**src/rtl/writeback_stage.sv**
```systemverilog
// MEM/WB pipeline register and writeback for the TinyMIPS core: latches the MEM result,
// waits for synchronous RAM load data, aligns/extends it and drives the register-file write port.
module writeback_stage #(
    parameter int DATA_WIDTH     = 32,
    parameter int REG_ADDR_WIDTH = 5,
    parameter int CNT_WIDTH      = 32
) (
    input  logic                      clk,
    input  logic                      rst,
    input  logic                      stall_in,
    input  logic                      flush,
    input  logic                      mem_valid,
    input  logic                      mem_reg_wen,
    input  logic [REG_ADDR_WIDTH-1:0] mem_reg_waddr,
    input  logic [DATA_WIDTH-1:0]     mem_result,
    input  logic                      mem_load,
    input  logic [2:0]                mem_load_type,
    input  logic [1:0]                mem_addr_lo,
    input  logic [DATA_WIDTH-1:0]     ram_rdata,
    input  logic                      ram_rvalid,
    output logic                      write_en,
    output logic [REG_ADDR_WIDTH-1:0] write_addr,
    output logic [DATA_WIDTH-1:0]     write_data,
    output logic                      stall_req,
    output logic [CNT_WIDTH-1:0]      retired_cnt
);

    localparam logic [1:0] ST_EMPTY     = 2'd0;
    localparam logic [1:0] ST_RETIRE    = 2'd1;
    localparam logic [1:0] ST_LOAD_WAIT = 2'd2;

    localparam logic [2:0] LT_LB  = 3'd0;
    localparam logic [2:0] LT_LBU = 3'd1;
    localparam logic [2:0] LT_LH  = 3'd2;
    localparam logic [2:0] LT_LHU = 3'd3;

    logic [1:0]                state_reg;
    logic                      reg_wen_reg;
    logic [REG_ADDR_WIDTH-1:0] waddr_reg;
    logic [DATA_WIDTH-1:0]     result_reg;
    logic                      load_reg;
    logic [2:0]                load_type_reg;
    logic [1:0]                addr_lo_reg;
    logic [DATA_WIDTH-1:0]     hold_data_reg;
    logic                      hold_valid_reg;
    logic                      retired_reg;
    logic [CNT_WIDTH-1:0]      cnt_reg;

    logic [7:0]            rdata_byte [4];
    logic [7:0]            sel_byte;
    logic [15:0]           sel_half;
    logic [DATA_WIDTH-1:0] ext_data;

    genvar gi;
    generate
        for (gi = 0; gi < 4; gi++) begin : g_byte_lane
            assign rdata_byte[gi] = ram_rdata[gi*8 +: 8];
        end
    endgenerate

    // Halfword lane only looks at the upper offset bit; misaligned LH behaves as aligned.
    assign sel_byte = rdata_byte[addr_lo_reg];
    assign sel_half = addr_lo_reg[1] ? ram_rdata[31:16] : ram_rdata[15:0];

    always_comb begin
        ext_data = ram_rdata;
        case (load_type_reg)
            LT_LB:   ext_data = {{(DATA_WIDTH-8){sel_byte[7]}}, sel_byte};
            LT_LBU:  ext_data = {{(DATA_WIDTH-8){1'b0}}, sel_byte};
            LT_LH:   ext_data = {{(DATA_WIDTH-16){sel_half[15]}}, sel_half};
            LT_LHU:  ext_data = {{(DATA_WIDTH-16){1'b0}}, sel_half};
            default: ext_data = ram_rdata;
        endcase
    end

    // Stall drops in the very cycle rvalid arrives so the upstream is not held an extra cycle.
    assign stall_req   = (state_reg == ST_LOAD_WAIT) && !ram_rvalid;
    assign write_en    = (state_reg == ST_RETIRE) && reg_wen_reg && (waddr_reg != '0);
    assign write_addr  = waddr_reg;
    assign write_data  = load_reg ? hold_data_reg : result_reg;
    assign retired_cnt = cnt_reg;

    always_ff @(posedge clk) begin
        if (!rst) begin
            state_reg      <= ST_EMPTY;
            reg_wen_reg    <= 1'b0;
            waddr_reg      <= '0;
            result_reg     <= '0;
            load_reg       <= 1'b0;
            load_type_reg  <= '0;
            addr_lo_reg    <= '0;
            hold_data_reg  <= '0;
            hold_valid_reg <= 1'b0;
            retired_reg    <= 1'b0;
            cnt_reg        <= '0;
        end else if (flush) begin
            state_reg      <= ST_EMPTY;
            hold_valid_reg <= 1'b0;
            retired_reg    <= 1'b0;
        end else begin
            // Count once per instruction; the flag keeps a held RETIRE from recounting.
            if (state_reg == ST_RETIRE && !retired_reg) begin
                cnt_reg     <= cnt_reg + {{(CNT_WIDTH-1){1'b0}}, 1'b1};
                retired_reg <= 1'b1;
            end
            if (state_reg == ST_LOAD_WAIT) begin
                if (ram_rvalid) begin
                    hold_data_reg  <= ext_data;
                    hold_valid_reg <= 1'b1;
                    state_reg      <= ST_RETIRE;
                end
            end else if (!stall_in) begin
                state_reg      <= !mem_valid ? ST_EMPTY : (mem_load ? ST_LOAD_WAIT : ST_RETIRE);
                reg_wen_reg    <= mem_reg_wen;
                waddr_reg      <= mem_reg_waddr;
                result_reg     <= mem_result;
                load_reg       <= mem_load;
                load_type_reg  <= mem_load_type;
                addr_lo_reg    <= mem_addr_lo;
                hold_valid_reg <= 1'b0;
                retired_reg    <= 1'b0;
            end
        end
    end

endmodule

```
**config.mk**
```make
export PLATFORM = sky130hd
export DESIGN_NAME = writeback_stage
export DESIGN_NICKNAME = d
export VERILOG_FILES = /design/src/rtl/writeback_stage.sv
export SDC_FILE = /design/constraint.sdc
export NUM_CORES = 1
export LEC_CHECK = 0
export CAP_MARGIN = 15
export CORE_ASPECT_RATIO = 0.9
export CORE_MARGIN = 5
export CORE_UTILIZATION = 43
export DETAILED_ROUTE_END_ITERATION = 8
export GPL_ROUTABILITY_DRIVEN = 0
export PLACE_DENSITY = 0.77
export SLEW_MARGIN = 0
export SYNTH_ARGS = -nofsm -noshare
export SYNTH_HDL_FRONTEND = slang
export SYNTH_SLANG_ARGS = --single-unit
```
**constraint.sdc**
```tcl
create_clock -name clk -period 2 [get_ports clk]
set_input_delay 0.5 -clock clk [delete_from_list [all_inputs] [get_ports clk]]
set_output_delay 0.5 -clock clk [all_outputs]
set_load 0.05 [all_outputs]
```
### Yosys cells after proc, flatten, opt, wreduce, memory -nomap -nowiden

Index checks and enable logic that the tools add are counted.

* muxes and demuxes: 14
* $add $sub $neg: 1
* $lt $le $gt $ge: 1
* bitwise gates (word level): 5
* equality and inequality tests: 7
* reduce and logical (&&, ||, !) cells: 13

Operators by type and width (count)
* $pmux W32 S4: 1
* $add A32 B1 Y32 const B: 1
* $mux W32: 1
* $bmux W8 S2: 1
* $mux W16: 1
* $mux W8: 2
* $mux W2: 5
* $eq A3 B2 Y1 const B: 2
* $reduce_and A3 Y1: 2
* $reduce_bool A5 Y1: 1
* $logic_and A1 B1 Y1: 4
* $not A1 Y1: 4
* $reduce_and A2 Y1: 2
* $eq A3 B1 Y1 const B: 1
* $ge A3 B3 Y1 const B: 1
* $logic_not A3 Y1: 1
* $mux W1: 3
* $not A2 Y3: 1
* $eq A2 B1 Y1 const B: 1
* $eq A2 B2 Y1 const B: 1
* $logic_not A1 Y1: 2
* $ne A2 B1 Y1 const B: 1
* $ne A2 B2 Y1 const B: 1
* $reduce_or A2 Y1: 1

* logic and storage cells: 51
* flip-flop bits (word level): 111

### Logic depth before layout (Yosys ltp)

Gate-level depths: netlist of run 1.

* depth after elaboration: 5
* depth in mapped cells: 8
* gate-level depth less buffers: 5

### Worst setup path before layout of run 1

No wires, ideal clock.

* path kind: register -> register
* start point: reg cnt_reg[8] (netlist: retired_cnt[8])
* end point: reg cnt_reg[21] (netlist: retired_cnt[21])
* setup time: 70 ps
* data required time: 1930 ps
* buffers on the path: 1
* setup slack: -48 ps
* stages on the path, launching flop included: 7
* clock period less this slack: 2048 ps
* arrival time: 1978 ps
* path through: dfxtp_1 -> and3_1 -> and3_1 -> clkbuf_1 -> nand3_1 -> or3_1 -> a21oi_1

* cells in the longest elaborated chain, start to end: 1

Ends and longest elaborated chain
* start, declared: RTL line 47 `logic [CNT_WIDTH-1:0] cnt_reg;`
* start signal, assigned: RTL line 103 `cnt_reg <= cnt_reg + {{(CNT_WIDTH-1){1'b0}}, 1'b1};`
* $add A32 B1 Y32: RTL line 103

Every way passes these cells.
A chain may end at the register's enable or synchronous reset.

### Worst setup path in the final report of run 1

* start point: reg waddr_reg[4] (netlist: write_addr[4])
* end point: out write_en

* cells in the longest elaborated chain, start to end: 2

Ends and longest elaborated chain
* start, declared: RTL line 39 `logic [REG_ADDR_WIDTH-1:0] waddr_reg;`
* start signal, assigned: RTL line 115 `waddr_reg <= mem_reg_waddr;`
* $reduce_bool A5 Y1: RTL line 78 `assign write_en = (state_reg == ST_RETIRE) && reg_wen_reg && (waddr_reg != '0);`
* $logic_and A1 B1 Y1: RTL line 78
* end, declared: RTL line 21 `output logic write_en,`

Every way passes these cells.

==> impl_metrics.py, run 1 <==
metrics = {
    "layout": {
        "area_delta_synth_final_pct": 49.81,
        "post-route-cell-area_mm2": 0.007715,
        "insertedDiodeCount": 0,
        "final_cells": 970,
        "drive_gt1_share_pct": 21.98,
        "fin_nets": 888,
    },
    "hold_path": {
        "hp-class": "flip-flop to flip-flop",
        "min_path_cells": 2,
        "hp-start": "result_reg[31]",
        "hold-path-endpoint": "result_reg[31]",
    },
    "timing": {
        "skew_ns": 0.009464,
        "grt_setup_unrepaired": "yes",
        "fmax_mhz": 492.4,
        "slew_headroom_pct": 63.25,
        "period_needed_ns": 2.031,
        "setup_violations": 1,
        "setup_ws_ns": -0.03089,
        "maxSlewViolCount": 0,
        "min_period_over_period_pct": 101.5,
        "finalSetupTns_ns": -0.03089,
        "worst_slew_pin_slew_ns": 0.5502,
        "hold_viol": 0,
    },
    "place": {
        "place_inst": 952,
        "io_buffers": 152,
        "placedInstanceArea_mm2": 0.007312,
        "dpl.hpwl_um": 12040,
    },
    "floorplanning": {
        "start_util_pct": 43.33,
        "io_pins": 153,
        "die_w_um": 125.4,
        "num_rows": 38,
        "die_area_mm2": 0.01427,
        "die_h_um": 113.8,
        "coreArea_mm2": 0.01189,
    },
    "detailed_routing": {
        "drc_errors": 0,
        "antenna_left": 0,
        "drt-met1-wl_um": 7217,
        "wl_met3_um": 1105,
        "viasPerCell": 5.462,
        "wirelength_um": 16740,
        "wl_met2_um": 7997,
        "top_layer": "met4",
        "first_pass_iters": 5,
        "drt-initial-drc-count": 416,
        "wl_per_cell_um": 17.26,
        "vias": 5298,
    },
    "worst_setup_path": {
        "path_class": "flip-flop to output port",
        "rr_startpoint": "retired_cnt[3]",
        "setup.worst_path.end_class": "output port",
        "crit_fanout": 3,
        "reg2reg_slack_ns": 0.19,
        "crit_start": "write_addr[4]",
        "cp-start-kind": "flip-flop",
        "r2r_end": "retired_cnt[28]",
        "worstPathArrival_ns": 1.53,
        "crit_required_ns": 1.50,
        "reg2regPathDepth": 5,
    },
    "pwr": {
        "p_int_mw": 3.560,
        "p_seq_share_pct": 46.6,
        "fin_total_pwr_mw": 4.916,
        "pwr-share-clk_pct": 36.6,
        "netSwitchingPower_mw": 1.356,
        "p_leak_nw": 2.964,
        "p_sw_share_pct": 27.58,
        "irDropWorstVdd_v": 0.0005271,
        "powerDensity_mw_per_mm2": 637.2,
        "p_comb_share_pct": 16.8,
    },
    "global_routing": {
        "grt_max_degree": 45,
        "track_usage_pct": 23.02,
        "grt_overflow": 0,
        "grt_pass1_wl_um": 26580,
        "grt_pass1_vias": 5262,
        "antenna_found_initial": 0,
    },
    "clocking": {
        "cts-root-buf": "clkbuf_16",
        "clkSinkCount": 111,
        "clockBufferDepth": 2,
        "htreeDepth": 3,
        "numCtsBuffers": 9,
        "cts.clk_slew.worst_paths_ns": 0.07,
        "hold_buffers": 0,
        "cts_tree": "done",
        "clock_latency_ns": 0.36,
    },
    "synthesis": {
        "synth-seq-cells": 111,
        "synth_edf_count": 0,
        "synthArstFlopShare_pct": 0,
        "ys.warnings.count": 0,
        "synth_area_leaders": "dfxtp_1 (43%), nand2_1 (10%), a21oi_1 (8.5%)",
        "yosys.cell_types.count": 44,
        "yosysMostFrequentCell": "nand2_1",
        "syn_nets": 730,
        "yosysTopAreaCell": "dfxtp_1",
        "netlist_instances": 647,
        "avgSynthCellArea_um2": 7.960,
        "yosysTopAreaCellShare_pct": 43.15,
        "ys_seq_area_share_pct": 43.15,
        "syn_area_mm2": 0.005150,
        "yosys-top-cells-count": "nand2_1 (142), dfxtp_1 (111), a21oi_1 (87)",
        "synth_top_flop_cell": "dfxtp_1",
    },
    "flow_run": {
        "maxCapViolCount": 0,
    },
    "status": {
        "violations": "negative setup slack",
        "status": "complete, but fails checks",
    },
}
-- per-layer routing --
metal | GRT usage, % | vias up
li1 | - | 2554
met1 | 28.69 | 2490
met2 | 37.87 | 219
met3 | 7.210 | 35
met4 | 8.237 | 0
met5 | 0 | -
-- through the flow --
stage / hold WS [ns] / worst slack [ns] / utilization (%)
after CTS: 0.4563 / -0.05724 / 64.42
after global routing: 0.4739 / -0.09721 / 64.91
after detailed placement: 0.4451 / -0.5355 / 61.52
after global placement: 0.4390 / -0.4502 / 61.52
final: 0.4526 / -0.03089 / 64.91
after floorplan: 0.4338 / 0.008447 / -
-- cell type report --
cell class | instances | area (um2)
inverters | 11 | 41.29
clock buffers | 9 | 225.2
flip-flops and latches | 111 | 2233
well taps | 160 | 200.2
multi-input cells | 480 | 2758
fillers | 957 | 4172
clock inverters | 7 | 72.57
repair buffers | 192 | 2185
-- worst max-delay path: stages, from the launching register on --
cell     delay (ns)
dfxtp_2        0.34
or3_4          0.37
o311a_1        0.31
buf_6          0.16
-- repair_timing --
item,CTS,global route
gates cloned,1,1
resized for setup,10,6
setup buffers,0,0
endpoints found under the setup margin,51,23
-- how the worst max path moves through the flow --
| stage | end | slack (ns) | depth (start not counted) |
|---|---|---|---|
| 5_1_grt | write_en | -0.1 | 3 |
| 3_3_place_gp | hold_data_reg[31] | -0.45 | 6 |
| 6_report | write_en | -0.03 | 3 |
| 2_1_floorplan | retired_cnt[31] | 0.008 | 6 |
| 3_5_place_dp | hold_data_reg[19] | -0.54 | 6 |
| 4_1_cts | write_en | -0.06 | 3 |
-- cells in the final DEF (no fill, tap or decap), types with 7 or more instances in the layout --
master and count:
mux2_2 33, nand2_1 142, nor3_1 11, dfxtp_1 104, nor2_1 31, nand4_1 8
clkdlybuf4s50_1 80, xor2_1 14, xnor2_1 7, clkbuf_16 10, buf_4 68, nand3_1 17
inv_1 10, or3_1 12, o21ai_0 48, a21oi_1 87, buf_12 40
-- power groups by stage --
stage / logic (mW) / registers [mW] / clock network, mW
global placement: 0.789 / 2.34 / 0
finish: 0.827 / 2.29 / 1.80
detailed placement: 0.803 / 2.34 / 0
floorplan: 0.350 / 2.35 / 0
global route: 0.876 / 2.30 / 1.94
CTS: 0.814 / 2.29 / 1.85
-- cells by family after synthesis --
kind of cell               count (synthesis)  synth area share [%]
and+or+nand+nor                          260                 23.69
AOI/OAI and AO/OA                        161                 17.01
DFF                                      111                 43.15
buffers and inverters                     56                 4.325
muxes                                     37                 8.018
xor gates and xnor gates                  21                 3.571
adders and majority gates                  1                0.2429
Power figures use the tool's default switching activity.
==> inputs of run 2 (changes only) <==
--- a/config.mk
+++ b/config.mk
@@ -8,10 +8,10 @@
 export CAP_MARGIN = 15
 export CORE_ASPECT_RATIO = 0.9
 export CORE_MARGIN = 5
-export CORE_UTILIZATION = 43
+export CORE_UTILIZATION = 47
 export DETAILED_ROUTE_END_ITERATION = 8
 export GPL_ROUTABILITY_DRIVEN = 0
-export PLACE_DENSITY = 0.77
+export PLACE_DENSITY = 0.78
 export SLEW_MARGIN = 0
 export SYNTH_ARGS = -nofsm -noshare
 export SYNTH_HDL_FRONTEND = slang
==> constraint.sdc (replaced) <==
create_clock -name clk -period 2.2 [get_ports clk]
set_input_delay 0.55 -clock clk [delete_from_list [all_inputs] [get_ports clk]]
set_output_delay 0.55 -clock clk [all_outputs]
set_load 0.05 [all_outputs]
==> impl_metrics.py, run 2 (synthesized netlist as in run 1, its figures left out) <==
metrics = {
    "global_routing": {
        "grt_max_degree": 45,
        "grtUsageMet1_pct": 31.05,
        "grt_overflow": 0,
        "use_met2_pct": 39.47,
        "track_usage_pct": 23.93,
        "grt_pass1_wl_um": 25550,
        "grt_busiest_layer": "met2",
        "antenna_found_initial": 0,
        "grt_pass1_vias": 5196,
        "use_met3_pct": 5.607,
    },
    "hold_path": {
        "hp-class": "flip-flop to flip-flop",
        "hold-path-endpoint": "result_reg[23]",
        "hp-start": "result_reg[23]",
        "min_path_cells": 2,
    },
    "clocking": {
        "hold_buffers": 0,
        "cts_tree": "done",
        "clock_latency_ns": 0.34,
        "htreeDepth": 3,
        "cts-root-buf": "clkbuf_16",
        "clkSinkCount": 111,
        "cts.clk_slew.worst_paths_ns": 0.07,
        "clockBufferDepth": 2,
        "numCtsBuffers": 9,
    },
    "place": {
        "io_buffers": 152,
        "dpl_worst_slack_ns": -0.3649,
        "dpl.hpwl_um": 11830,
        "placedInstanceArea_mm2": 0.007281,
        "place_inst": 919,
    },
    "worst_setup_path": {
        "crit_fanout": 4,
        "worstPathArrival_ns": 2.43,
        "path_delay_family": "simple AND/OR/NAND/NOR gates",
        "path_class": "input pin to flip-flop",
        "rr_startpoint": "retired_cnt[14]",
        "cp-start-kind": "input pin",
        "crit_required_ns": 2.47,
        "reg2reg_slack_ns": 0.23,
        "cpPeakStageDelay_ns": 0.49,
        "cp_slowest_cell": "clkdlybuf4s50_1",
        "path_depth": 6,
        "path_buf_inv": 1,
        "worstPathCellList": "clkdlybuf4s50_1 > nor4b_4 > and4_2 > nand3_1 > or3_1 > a21oi_1",
        "reg2regPathDepth": 6,
        "setup.worst_path.end_class": "flip-flop",
        "r2r_end": "retired_cnt[30]",
    },
    "layout": {
        "final_cell_mix": "nand2_1 (142), dfxtp_1 (111), clkdlybuf4s50_1 (103)",
        "insertedDiodeCount": 0,
        "area_delta_synth_final_pct": 48.20,
        "post-route-cell-area_mm2": 0.007632,
        "mostFrequentLayoutCell": "nand2_1",
        "fin_nets": 882,
        "final_cells": 937,
        "drive_gt1_share_pct": 15.42,
    },
    "timing": {
        "worst_slew_pin_slew_ns": 0.6153,
        "min_period_over_period_pct": 98.19,
        "maxSlewViolCount": 0,
        "finalSetupTns_ns": 0,
        "hold_viol": 0,
        "setup_violations": 0,
        "slew_headroom_pct": 58.94,
        "setup_ws_ns": 0.03989,
        "skew_ns": 0.006321,
        "fmax_mhz": 462.9,
        "period_needed_ns": 2.160,
        "grt_setup_unrepaired": "no",
    },
    "pwr": {
        "powerDensity_mw_per_mm2": 581.8,
        "irDropWorstVdd_v": 0.0005165,
        "p_leak_nw": 3.056,
    },
    "status": {
        "status": "completed",
    },
    "floorplanning": {
        "die_w_um": 120.3,
        "num_rows": 36,
        "start_util_pct": 47.84,
        "io_pins": 153,
        "die_h_um": 109.3,
        "coreArea_mm2": 0.01077,
        "die_area_mm2": 0.01315,
    },
    "detailed_routing": {
        "viasPerCell": 5.617,
        "drc_errors": 0,
        "vias": 5263,
        "wl_per_cell_um": 16.95,
        "drt-initial-drc-count": 485,
        "antenna_left": 0,
        "wirelength_um": 15880,
        "first_pass_iters": 5,
    },
    "flow_run": {
        "maxCapViolCount": 0,
    },
}
## run 2: changes by cell type in the layout (fill, tap and decap cells not counted), moves of 2 or more
cell | previous run | this run
dfxtp_1 | 104 | 111
inv_6 | 3 | 1
buf_4 | 68 | 31
nor2b_1 | 3 | 5
clkbuf_8 | 0 | 3
dfxtp_2 | 6 | 0
buf_12 | 40 | 37
dlymetal6s2s_1 | 0 | 13
clkdlybuf4s50_1 | 80 | 103
## run 2: cell type report
type                       instances  area (um2)
inverter                          11       41.29
fill                             810        3133
sequential                       111        2222
tap                              133       166.4
multi-input combinational        480        2715
timing repair buffer             186        2185
clock buffer                      12       266.5
clock inverter                     4       36.28
## run 2: repair_timing
| item | in CTS | in global routing |
|---|---|---|
| setup endpoints to repair | 2 | 32 |
| resized for setup | 2 | 15 |
| endpoints found under the hold margin | 0 | 0 |
| buffers inserted | 0 | 2 |
| pin swaps | 0 | 1 |
## run 2: where the power goes
part	switching, mW	internal, mW	total [mW]	leakage [nW]
registers	0.0305	2.05	2.08	0.900
logic	0.362	0.363	0.725	2.01
clock network	0.756	0.877	1.63	0.147
total	1.15	3.29	4.44	3.06
## run 2: worst reg2reg max path: stages, from the launching register on
cell,delay [ns]
dfxtp_1,0.42
and4_1,0.27
nor4bb_1,0.45
nand3_1,0.24
buf_4,0.20
o21ai_0,0.18
a21oi_1,0.09
## run 2: routing by layer
layer  up-vias  share of wire (%)
li1       2535                  -
met1      2474                 43
met2       225                 47
met3        29                8.2
met4         0                2.3
met5         -                  0
## run 2: worst max path at each step
stage / startpoint / end
after floorplan: state_reg[1] / stall_req
after global placement: flush / retired_cnt[31]
after detailed placement: flush / hold_data_reg[25]
after CTS: flush / hold_data_reg[25]
after global routing: retired_cnt[7] / retired_cnt[7]
final: flush / retired_cnt[29]
## run 2: metrics by stage
| stage | hold WS [ns] | total power [mW] | util [%] |
|---|---|---|---|
| final | 0.4543 | 4.440 | 70.90 |
| after global placement | 0.4414 | 2.836 | 67.63 |
| after detailed placement | 0.4449 | 2.849 | 67.63 |
| after floorplan | 0.4338 | 2.452 | - |
| after global routing | 0.4770 | 4.594 | 70.90 |
| after CTS | 0.4550 | 4.456 | 70.42 |
